[config.mk]
export PLATFORM = sky130hd
export DESIGN_NAME = cpu_control_sequencer
export DESIGN_NICKNAME = d
export VERILOG_FILES = /design/src/rtl/cpu_ctrl_pkg.sv /design/src/rtl/cpu_control_sequencer_mem_wait_timer.sv /design/src/rtl/cpu_control_sequencer.sv
export SDC_FILE = /design/constraint.sdc
export NUM_CORES = 1
export LEC_CHECK = 0
export CORE_ASPECT_RATIO = 0.5
export CORE_UTILIZATION = 45
export CTS_CLUSTER_DIAMETER = 200
export CTS_CLUSTER_SIZE = 12
export DETAILED_ROUTE_END_ITERATION = 8
export PLACE_DENSITY = 0.69
export SLEW_MARGIN = 0
export SYNTH_ARGS = -nofsm -noshare
export SYNTH_HDL_FRONTEND = slang
export SYNTH_SLANG_ARGS = --single-unit
[constraint.sdc]
create_clock -name clk -period 1.9 [get_ports clk]
set_input_delay 0.38 -clock clk [delete_from_list [all_inputs] [get_ports clk]]
set_output_delay 0.38 -clock clk [all_outputs]
set_load 0.005 [all_outputs]
[src/rtl/cpu_ctrl_pkg.sv]
// Shared types and encodings for the accumulator CPU microsequencer:
// state enum, opcodes, busC sources, ALU operations and the control word.
package cpu_ctrl_pkg;

   typedef enum logic [3:0] {
      S_IDLE,
      S_F_ADDR,
      S_F_MEM,
      S_DECODE,
      S_O_ADDR,
      S_O_MEM,
      S_EXEC,
      S_E_MEM,
      S_END,
      S_STEP_WAIT,
      S_HALT,
      S_FAULT
   } state_t;

   localparam logic [4:0] OP_NOP = 5'h00;
   localparam logic [4:0] OP_LDA = 5'h01;
   localparam logic [4:0] OP_STA = 5'h02;
   localparam logic [4:0] OP_ADD = 5'h03;
   localparam logic [4:0] OP_SUB = 5'h04;
   localparam logic [4:0] OP_JMP = 5'h05;
   localparam logic [4:0] OP_JZ  = 5'h06;
   localparam logic [4:0] OP_HLT = 5'h1F;

   localparam logic [1:0] BUSC_PC   = 2'd0;
   localparam logic [1:0] BUSC_OPND = 2'd1;
   localparam logic [1:0] BUSC_ACC  = 2'd2;
   localparam logic [1:0] BUSC_MEM  = 2'd3;

   localparam logic [1:0] ALU_PASS = 2'd0;
   localparam logic [1:0] ALU_ADD  = 2'd1;
   localparam logic [1:0] ALU_SUB  = 2'd2;

   typedef struct packed {
      logic       ena_ir;
      logic       sel_ir;
      logic       hmar;
      logic [1:0] busc_sel;
      logic       pc_inc;
      logic       pc_load;
      logic       mem_rd;
      logic       mem_wr;
      logic       acc_ld;
      logic [1:0] alu_op;
      logic       halted;
      logic       fault;
   } ctrl_t;

   function automatic logic [1:0] alu_sel(input logic [4:0] op);
      case (op)
         OP_ADD:  return ALU_ADD;
         OP_SUB:  return ALU_SUB;
         default: return ALU_PASS;
      endcase
   endfunction

endpackage

[src/rtl/cpu_control_sequencer_mem_wait_timer.sv]
// Memory wait timer: counts cycles spent waiting for mem_ack; expired flags
// that the current wait cycle is the last one allowed.
module mem_wait_timer #(
   parameter int unsigned MEM_TIMEOUT = 15
) (
   input  logic clk,
   input  logic rst,
   input  logic clr,
   input  logic en,
   output logic expired
);

   localparam int unsigned W = $clog2(MEM_TIMEOUT + 1);

   logic [W-1:0] count_q;

   always_ff @(posedge clk or negedge rst) begin
      if (!rst) begin
         count_q <= '0;
      end else if (clr) begin
         count_q <= '0;
      end else if (en && (count_q != W'(MEM_TIMEOUT))) begin
         count_q <= count_q + 1'b1;
      end
   end

   assign expired = (count_q == W'(MEM_TIMEOUT - 1));

endmodule

[src/rtl/cpu_control_sequencer.sv]
// Microsequencer for the accumulator CPU: fetch, operand fetch, execute.
// Optional single-step mode is enabled with the SEQ_SINGLE_STEP_EN macro.
module cpu_control_sequencer
   import cpu_ctrl_pkg::*;
#(
   parameter int unsigned MEM_TIMEOUT    = 15,
   parameter bit          RESET_ON_FAULT = 1'b0
) (
   input  logic       clk,
   input  logic       rst,
   input  logic       run,
   input  logic [4:0] opcode,
   input  logic       zero_flag,
   input  logic       mem_ack,
`ifdef SEQ_SINGLE_STEP_EN
   input  logic       step,
`endif
   output logic       ena_ir,
   output logic       sel_ir,
   output logic       hmar,
   output logic [1:0] busc_sel,
   output logic       pc_inc,
   output logic       pc_load,
   output logic       mem_rd,
   output logic       mem_wr,
   output logic       acc_ld,
   output logic [1:0] alu_op,
   output logic       halted,
   output logic       fault
);

   state_t     state, next_state;
   ctrl_t      ctrl_q, ctrl_d;
   logic [4:0] opc_q;
   logic       zf_q;
   logic       in_mem;
   logic       tmr_clr;
   logic       tmr_en;
   logic       tmr_expired;
   logic       step_rise;

   assign in_mem  = (state == S_F_MEM) || (state == S_O_MEM) || (state == S_E_MEM);
   assign tmr_clr = !in_mem;
   assign tmr_en  = in_mem && !mem_ack;

   mem_wait_timer #(.MEM_TIMEOUT(MEM_TIMEOUT)) u_timer (
      .clk     (clk),
      .rst     (rst),
      .clr     (tmr_clr),
      .en      (tmr_en),
      .expired (tmr_expired)
   );

`ifdef SEQ_SINGLE_STEP_EN
   logic step_q;

   always_ff @(posedge clk or negedge rst) begin
      if (!rst) begin
         step_q <= 1'b0;
      end else begin
         step_q <= step;
      end
   end

   assign step_rise = step && !step_q;
`else
   assign step_rise = 1'b0;
`endif

   always_ff @(posedge clk or negedge rst) begin
      if (!rst) begin
         state  <= S_IDLE;
         ctrl_q <= '0;
         opc_q  <= '0;
         zf_q   <= 1'b0;
      end else begin
         state  <= next_state;
         ctrl_q <= ctrl_d;
         if (state == S_DECODE) begin
            opc_q <= opcode;
            zf_q  <= zero_flag;
         end
      end
   end

   // ctrl_d is the control word for the cycle after this edge, so every
   // strobe is registered; ack strobes show up in the cycle after the ack.
   always_comb begin
      next_state = state;
      ctrl_d     = '0;
      case (state)
         S_IDLE: begin
            if (run) begin
               next_state      = S_F_ADDR;
               ctrl_d.hmar     = 1'b1;
               ctrl_d.busc_sel = BUSC_PC;
            end
         end
         S_F_ADDR: begin
            next_state    = S_F_MEM;
            ctrl_d.mem_rd = 1'b1;
         end
         S_F_MEM: begin
            if (mem_ack) begin
               next_state      = S_DECODE;
               ctrl_d.ena_ir   = 1'b1;
               ctrl_d.sel_ir   = 1'b0;
               ctrl_d.busc_sel = BUSC_MEM;
               ctrl_d.pc_inc   = 1'b1;
            end else if (tmr_expired) begin
               next_state   = S_FAULT;
               ctrl_d.fault = 1'b1;
            end else begin
               ctrl_d.mem_rd = 1'b1;
            end
         end
         S_DECODE: begin
            case (opcode)
               OP_NOP: begin
                  if (run) begin
                     next_state      = S_F_ADDR;
                     ctrl_d.hmar     = 1'b1;
                     ctrl_d.busc_sel = BUSC_PC;
                  end else begin
                     next_state = S_IDLE;
                  end
               end
               OP_HLT: begin
                  next_state    = S_HALT;
                  ctrl_d.halted = 1'b1;
               end
               OP_LDA, OP_STA, OP_ADD, OP_SUB, OP_JMP, OP_JZ: begin
                  next_state      = S_O_ADDR;
                  ctrl_d.hmar     = 1'b1;
                  ctrl_d.busc_sel = BUSC_PC;
               end
               default: begin
                  next_state   = S_FAULT;
                  ctrl_d.fault = 1'b1;
               end
            endcase
         end
         S_O_ADDR: begin
            next_state    = S_O_MEM;
            ctrl_d.mem_rd = 1'b1;
         end
         S_O_MEM: begin
            if (mem_ack) begin
               next_state      = S_EXEC;
               ctrl_d.ena_ir   = 1'b1;
               ctrl_d.sel_ir   = 1'b1;
               ctrl_d.busc_sel = BUSC_MEM;
               ctrl_d.pc_inc   = 1'b1;
            end else if (tmr_expired) begin
               next_state   = S_FAULT;
               ctrl_d.fault = 1'b1;
            end else begin
               ctrl_d.mem_rd = 1'b1;
            end
         end
         S_EXEC: begin
            case (opc_q)
               OP_JMP: begin
                  next_state     = S_END;
                  ctrl_d.pc_load = 1'b1;
               end
               OP_JZ: begin
                  next_state     = S_END;
                  ctrl_d.pc_load = zf_q;
               end
               OP_STA: begin
                  next_state      = S_E_MEM;
                  ctrl_d.hmar     = 1'b1;
                  ctrl_d.busc_sel = BUSC_OPND;
                  ctrl_d.mem_wr   = 1'b1;
               end
               default: begin
                  next_state      = S_E_MEM;
                  ctrl_d.hmar     = 1'b1;
                  ctrl_d.busc_sel = BUSC_OPND;
                  ctrl_d.mem_rd   = 1'b1;
               end
            endcase
         end
         S_E_MEM: begin
            if (mem_ack) begin
               next_state = S_END;
               if (opc_q != OP_STA) begin
                  ctrl_d.acc_ld   = 1'b1;
                  ctrl_d.busc_sel = BUSC_MEM;
                  ctrl_d.alu_op   = alu_sel(opc_q);
               end
            end else if (tmr_expired) begin
               next_state   = S_FAULT;
               ctrl_d.fault = 1'b1;
            end else if (opc_q == OP_STA) begin
               ctrl_d.mem_wr   = 1'b1;
               ctrl_d.busc_sel = BUSC_ACC;
            end else begin
               ctrl_d.mem_rd   = 1'b1;
               ctrl_d.busc_sel = BUSC_MEM;
            end
         end
         S_END: begin
            if (!run) begin
               next_state = S_IDLE;
            end else begin
`ifdef SEQ_SINGLE_STEP_EN
               next_state = S_STEP_WAIT;
`else
               next_state      = S_F_ADDR;
               ctrl_d.hmar     = 1'b1;
               ctrl_d.busc_sel = BUSC_PC;
`endif
            end
         end
         S_STEP_WAIT: begin
            if (!run) begin
               next_state = S_IDLE;
            end else if (step_rise) begin
               next_state      = S_F_ADDR;
               ctrl_d.hmar     = 1'b1;
               ctrl_d.busc_sel = BUSC_PC;
            end
         end
         S_HALT: begin
            ctrl_d.halted = 1'b1;
         end
         S_FAULT: begin
            if (RESET_ON_FAULT) begin
               next_state = S_IDLE;
            end else begin
               ctrl_d.fault = 1'b1;
            end
         end
         default: begin
            next_state = S_IDLE;
         end
      endcase
   end

   assign ena_ir   = ctrl_q.ena_ir;
   assign sel_ir   = ctrl_q.sel_ir;
   assign hmar     = ctrl_q.hmar;
   assign busc_sel = ctrl_q.busc_sel;
   assign pc_inc   = ctrl_q.pc_inc;
   assign pc_load  = ctrl_q.pc_load;
   assign mem_rd   = ctrl_q.mem_rd;
   assign mem_wr   = ctrl_q.mem_wr;
   assign acc_ld   = ctrl_q.acc_ld;
   assign alu_op   = ctrl_q.alu_op;
   assign halted   = ctrl_q.halted;
   assign fault    = ctrl_q.fault;

endmodule

==> impl_results.md, run 1 <==
* Worst path bufs/invs at 0
* Main flop type after synthesis: dfrtp_1
* Port Buffers at 23
* Fillcell total at 257
* Cells after synthesis at 158
* Total of max-cap violations at 0
* WHS at 0.467 ns
* Slowest-stage cell, CP: dfrtp_1
* Post-CTS Resized at 0
* Post-synth EDFFs at 0
* Reg2Reg Depth at 4
* CP arrival at 1.81 ns
* Setup-failing EPs final at 0
* Clock Tree Buf Depth at 2
* Ys async rst share at 100%
* Routed WL per cell at 15.1 µm
* Worst Path Required at 2.10 ns
* First-pass GRT wire length at 5680 µm
* Pins Over Slew Limit at 0
* Fin nets at 199
* Gp weighted congestion at 0.815
* Sink Count at 28
* Crit path capture type: register
* Placed wire-length estimate at 2520 µm
* Maximum fanout along the worst path at 13
* PwrDens at 1380 mW/mm²
* Highest clock rate at 623 MHz
* R2R setup slack at 0.29 ns
* Leading area contributor after synthesis: dfrtp_1
* Crit-path cells: and4bb_1, a21boi_1, a21oi_1, a41oi_2
* Worst slew pin tran at 0.367 ns
* Ys Warns at 0
* Worst setup path category: reg -> reg
* Clock Pin Slew Worst Setup and Hold Paths at 0.09 ns
* CP peak stage delay at 0.52 ns
* Layout Utilization at 61.2%
* Starting Density at 49.1%
* #FFs+latches synth at 28
* Tot Pwr at 0.00263 W
* RSZ-0062 raised after global routing: no
* Area Growth Syn to Fin at 24.7%
* Share of the synthesized area in the top cell type at 45.8%
* CTS tree: yes
* Violated checks: design-rule violations
* Syn Area/Cell at 9.68 µm²
* Share of layout cells above drive strength 1 at 14.5%
* RR Startpoint: state[0]
* Initial antenna violation count at 0
* Setup_tns at 0 ns
* Sequential area share after synthesis at 45.8%
* # H-tree levels at 1
* Synth top area cells: dfrtp_1 (46%), a21oi_1 (4.3%), mux2_2 (3.7%)
* Overall routed net length at 3420 µm
* Initial DRT Pass Iterations at 6
* Commonest non-fill, non-tap cell in the layout: dfrtp_1
* # IOs at 24
* CTS buffer count at 3
* Vias per cell at 5.64
* Clk root buf: clkbuf_8
* Detail Route Antenna Nets at 0
* RR Endpoint: state[0]
* # diodes at 0
* Hold-fix buffers, CTS at 0
* Delay-heaviest family, CP: compound AO/OA/AOI/OAI gates
* Synth unique cells at 48
* Tcrit/Tclk final at 84.5%
* Clock period minus worst slack at 1.61 ns
* Post-CTS Setup Bufs at 0
* Row cnt at 14
* Worst Setup Start Kind: register
* Setup Skew at 0.00477 ns
* Mapped cell area at 0.00153 mm²
* Die area at 0.00365 mm²
* CORE AREA at 0.00312 mm²
* Clock Latency Late Sink at 0.28 ns
* Routed vias at 1274
* Vias in the first global route at 1154
* Post-route DRC at 7
* Slew headroom at 74.9%
* Die Width at 84.5 µm
* Worst hold path class: in -> async
* VDD IR max at 0.000642 V
* Status: complete, but fails checks
* Maximum number of pins on one net before global-route repair at 29
* Iter 0 DRT Violations at 66
* Chip height at 43.2 µm
* Endpoints failing hold at 0
* Synthesized Nets at 170
* Worst path depth at 4
* Grt ovf at 0
* Gr usage total at 20.8%
* Most frequent cells in the layout: dfrtp_1 (28), clkdlybuf4s50_1 (23), a21oi_1 (13), nand2_1 (11), buf_4 (10)
* Static leakage at 0.812 nW
-- final cells by class --
| type | count | area, µm² | area share, % |
|---|---|---|---|
| clock buffers | 3 | 41.3 | 2.16 |
| clock inverters | 1 | 30.0 | 1.57 |
| inverters | 7 | 26.3 | 1.38 |
| multi-input cells | 114 | 754 | 39.5 |
| flip-flops and latches | 28 | 701 | 36.7 |
| well taps | 40 | 50.0 | 2.62 |
| repair buffers | 33 | 305 | 16.0 |
-- flip-flops by register name, summed over array words and instances (netlist names), 2 cells and up --
| signal | flops |
|---|---|
| opc_q | 5 |
| state | 4 |
| u_timer.count_q | 4 |
| alu_op | 2 |
| busc_sel | 2 |
-- per-layer routing --
layer | GRT usage [%] | up-vias | part of all wire, %
li1 | - | 638 | -
met1 | 29.3 | 603 | 51
met2 | 31.8 | 27 | 43
met3 | 6.03 | 6 | 5.0
met4 | 5.08 | 0 | 1.1
met5 | 0 | - | 0
-- Yosys cell counts, drive strengths merged (3+ instances only) --
cell     n
o22ai    5
and3     3
mux2     5
nor2     9
and2     3
a31oi    4
buf      8
nand3    7
nand3b   3
nand2   12
a21oi   14
nor3     6
inv      7
nand2b   6
o21ai    7
dfrtp   28
-- through the flow --
stage	std cells	setup slack, ns	cell area, µm²
6_report	226	0.294	1910
4_1_cts	226	0.297	1910
5_1_grt	226	0.119	1910
3_5_place_dp	222	0.111	1840
3_3_place_gp	222	0.150	1840
2_1_floorplan	158	0.582	1530
-- how the worst max path moves through the flow --
stage,start,endpoint,slack (ns)
floorplan,u_timer.count_q[0],mem_wr,0.58
global placement,mem_ack,mem_wr,0.15
detailed placement,opcode[2],state[2],0.11
CTS,state[0],state[0],0.30
global route,state[1],alu_op[0],0.12
finish,state[0],state[0],0.29
-- worst register-to-register path: cells and delay by family (launching register included) --
| kind | cells | cell delay, ns |
|---|---|---|
| AOI/OAI and AO/OA | 3 | 0.63 |
| DFF | 1 | 0.52 |
| and+or+nand+nor | 1 | 0.39 |
-- cells by family after synthesis --
family / synth area share (%)
and+or+nand+nor: 24.2
AOI/OAI and AO/OA: 18.0
adders and majority gates: 1.64
DFF: 45.8
muxes: 4.33
buffers and inverters: 4.91
xor gates and xnor gates: 1.14
-- power by group --
group	leakage, nW	switching (W)	internal [W]
Clock	0.0357	0.000190	0.000282
Sequential	0.368	0.000211	0.000774
Combinational	0.409	0.000579	0.000595
Total	0.812	0.000979	0.00165
No activity file was read; power rests on OpenSTA's default activity.
==> run 2: changes to the inputs <==
==> constraint.sdc (replaced) <==
create_clock -name clk -period 1.6 [get_ports clk]
set_input_delay 0.32 -clock clk [delete_from_list [all_inputs] [get_ports clk]]
set_output_delay 0.32 -clock clk [all_outputs]
set_load 0.005 [all_outputs]
==> impl_results.md, run 2 (synthesis gave the netlist of run 1 again) <==
* Clk root buf: clkbuf_8
* Clock Tree Buf Depth at 2
* DRT met1 WL at 1830 µm
* Port Buffers at 23
* RR Startpoint: state[0]
* CP startpoint: state[0]
* CP arrival at 1.69 ns
* Highest clock rate at 672 MHz
* # diodes at 0
* Commonest non-fill, non-tap cell in the layout: dfrtp_1
* Worst slew pin tran at 0.371 ns
* Met3 Wirelength at 167 µm
* Total of max-cap violations at 0
* Setup Skew at 0.00561 ns
* Detail Route Antenna Nets at 0
* Clock Pin Slew Worst Setup and Hold Paths at 0.09 ns
* Violated checks: design-rule violations
* Vias in the first global route at 1197
* Fillcell total at 262
* Iter 0 DRT Violations at 121
* Area Growth Syn to Fin at 28.9%
* Setup_tns at 0 ns
* Post-route DRC at 7
* Die Width at 84.5 µm
* VDD IR max at 0.000666 V
* Grt ovf at 0
* # H-tree levels at 1
* Fin cells at 234
* Status: complete, but fails checks
* Clock Latency Late Sink at 0.28 ns
* CTS buffer count at 3
* Worst hold path class: in -> async
* Fin nets at 207
* Maximum fanout along the worst path at 12
* Routed WL per cell at 15.3 µm
* Largest Register: opc_q
* Routed vias at 1353
* First-pass GRT wire length at 5970 µm
* Sink Count at 28
* Number of cells after detailed placement at 230
* Crit path capture type: register
* Layout Utilization at 63.2%
* Worst setup path category: reg -> reg
* Slew headroom at 75.3%
* Tcrit/Tclk final at 93.0%
* Largest registers: opc_q x5, state x4, u_timer.count_q x4
* Starting Density at 49.1%
* Share of layout cells above drive strength 1 at 19.1%
* Vias per cell at 5.78
* Worst Path Required at 1.80 ns
* PwrDens at 1610 mW/mm²
* Die area at 0.00365 mm²
* Most frequent cells in the layout: dfrtp_1 (27), clkdlybuf4s50_1 (23), buf_4 (18), a21oi_1 (13), nand2_1 (11)
* Gr usage total at 21.8%
* Met2 routed WL at 1590 µm
* Worst Setup Start Kind: register
* Reg2Reg Depth at 4
* Initial antenna violation count at 0
* Initial DRT Pass Iterations at 6
* Static leakage at 0.849 nW
* # IOs at 24
* DR top layer: met4
* Gp weighted congestion at 0.848
* Endpoints failing hold at 0
* Max reg flops at 5
* Overall routed net length at 3590 µm
* CORE AREA at 0.00312 mm²
* RR Endpoint: state[0]
* WHS at 0.408 ns
* Placed wire-length estimate at 2700 µm
* CTS tree: yes
* R2R setup slack at 0.11 ns
* Chip height at 43.2 µm
* Post-CTS Setup Bufs at 0
* Tot Pwr at 0.00318 W
* Setup-failing EPs final at 0
* Row cnt at 14
* Maximum number of pins on one net before global-route repair at 29
* RSZ-0062 raised after global routing: no
* Pins Over Slew Limit at 0
* Clock period minus worst slack at 1.49 ns
## run 2: metrics by stage
| stage | setup WS (ns) | instance area [µm²] |
|---|---|---|
| detailed placement | -0.0457 | 1900 |
| finish | 0.112 | 1970 |
| global route | 0.0179 | 1970 |
| global placement | -0.0590 | 1900 |
| CTS | 0.0227 | 1970 |
| floorplan | 0.282 | 1530 |
## run 2: area by class of cell
cell class	count	area, µm²	share of cell area, %
clock buffer	3	41.3	2.09
clock inverter	1	30.0	1.52
inverter	7	26.3	1.33
multi-input combinational	114	757	38.4
sequential	28	702	35.6
tap	40	50.0	2.54
timing repair buffer	41	365	18.5
## run 2: where the power goes
group / total [W] / switching, W / internal [W] / leakage, nW
clock network: 0.000565 / 0.000229 / 0.000335 / 0.0357
registers: 0.00116 / 0.000236 / 0.000922 / 0.367
logic: 0.00146 / 0.000720 / 0.000740 / 0.447
## run 2: what timing repair did
action | 4_1_cts | 5_1_grt
hold buffers | 0 | 0
resized for setup | 0 | 3
setup endpoints to repair | 0 | 10
## run 2: how the worst max path moves through the flow
stage	to	slack (ns)	cells past startpoint
after floorplan	mem_wr	0.28	5
after global placement	mem_wr	-0.06	4
after detailed placement	state[2]	-0.05	5
after CTS	state[0]	0.02	5
after global routing	state[0]	0.02	5
final	state[0]	0.11	4
## run 2: routing by layer
metal	track usage, %	vias up
li1	-	649
met1	31.4	665
met2	34.3	37
met3	5.84	2
met4	2.03	0
met5	0	-
## run 2: worst max-delay path: stages (launching register included)
cell and delay, ns:
dfrtp_2 0.49, and4bb_1 0.33, a21boi_1 0.32, a21oi_1 0.10, a41oi_2 0.18
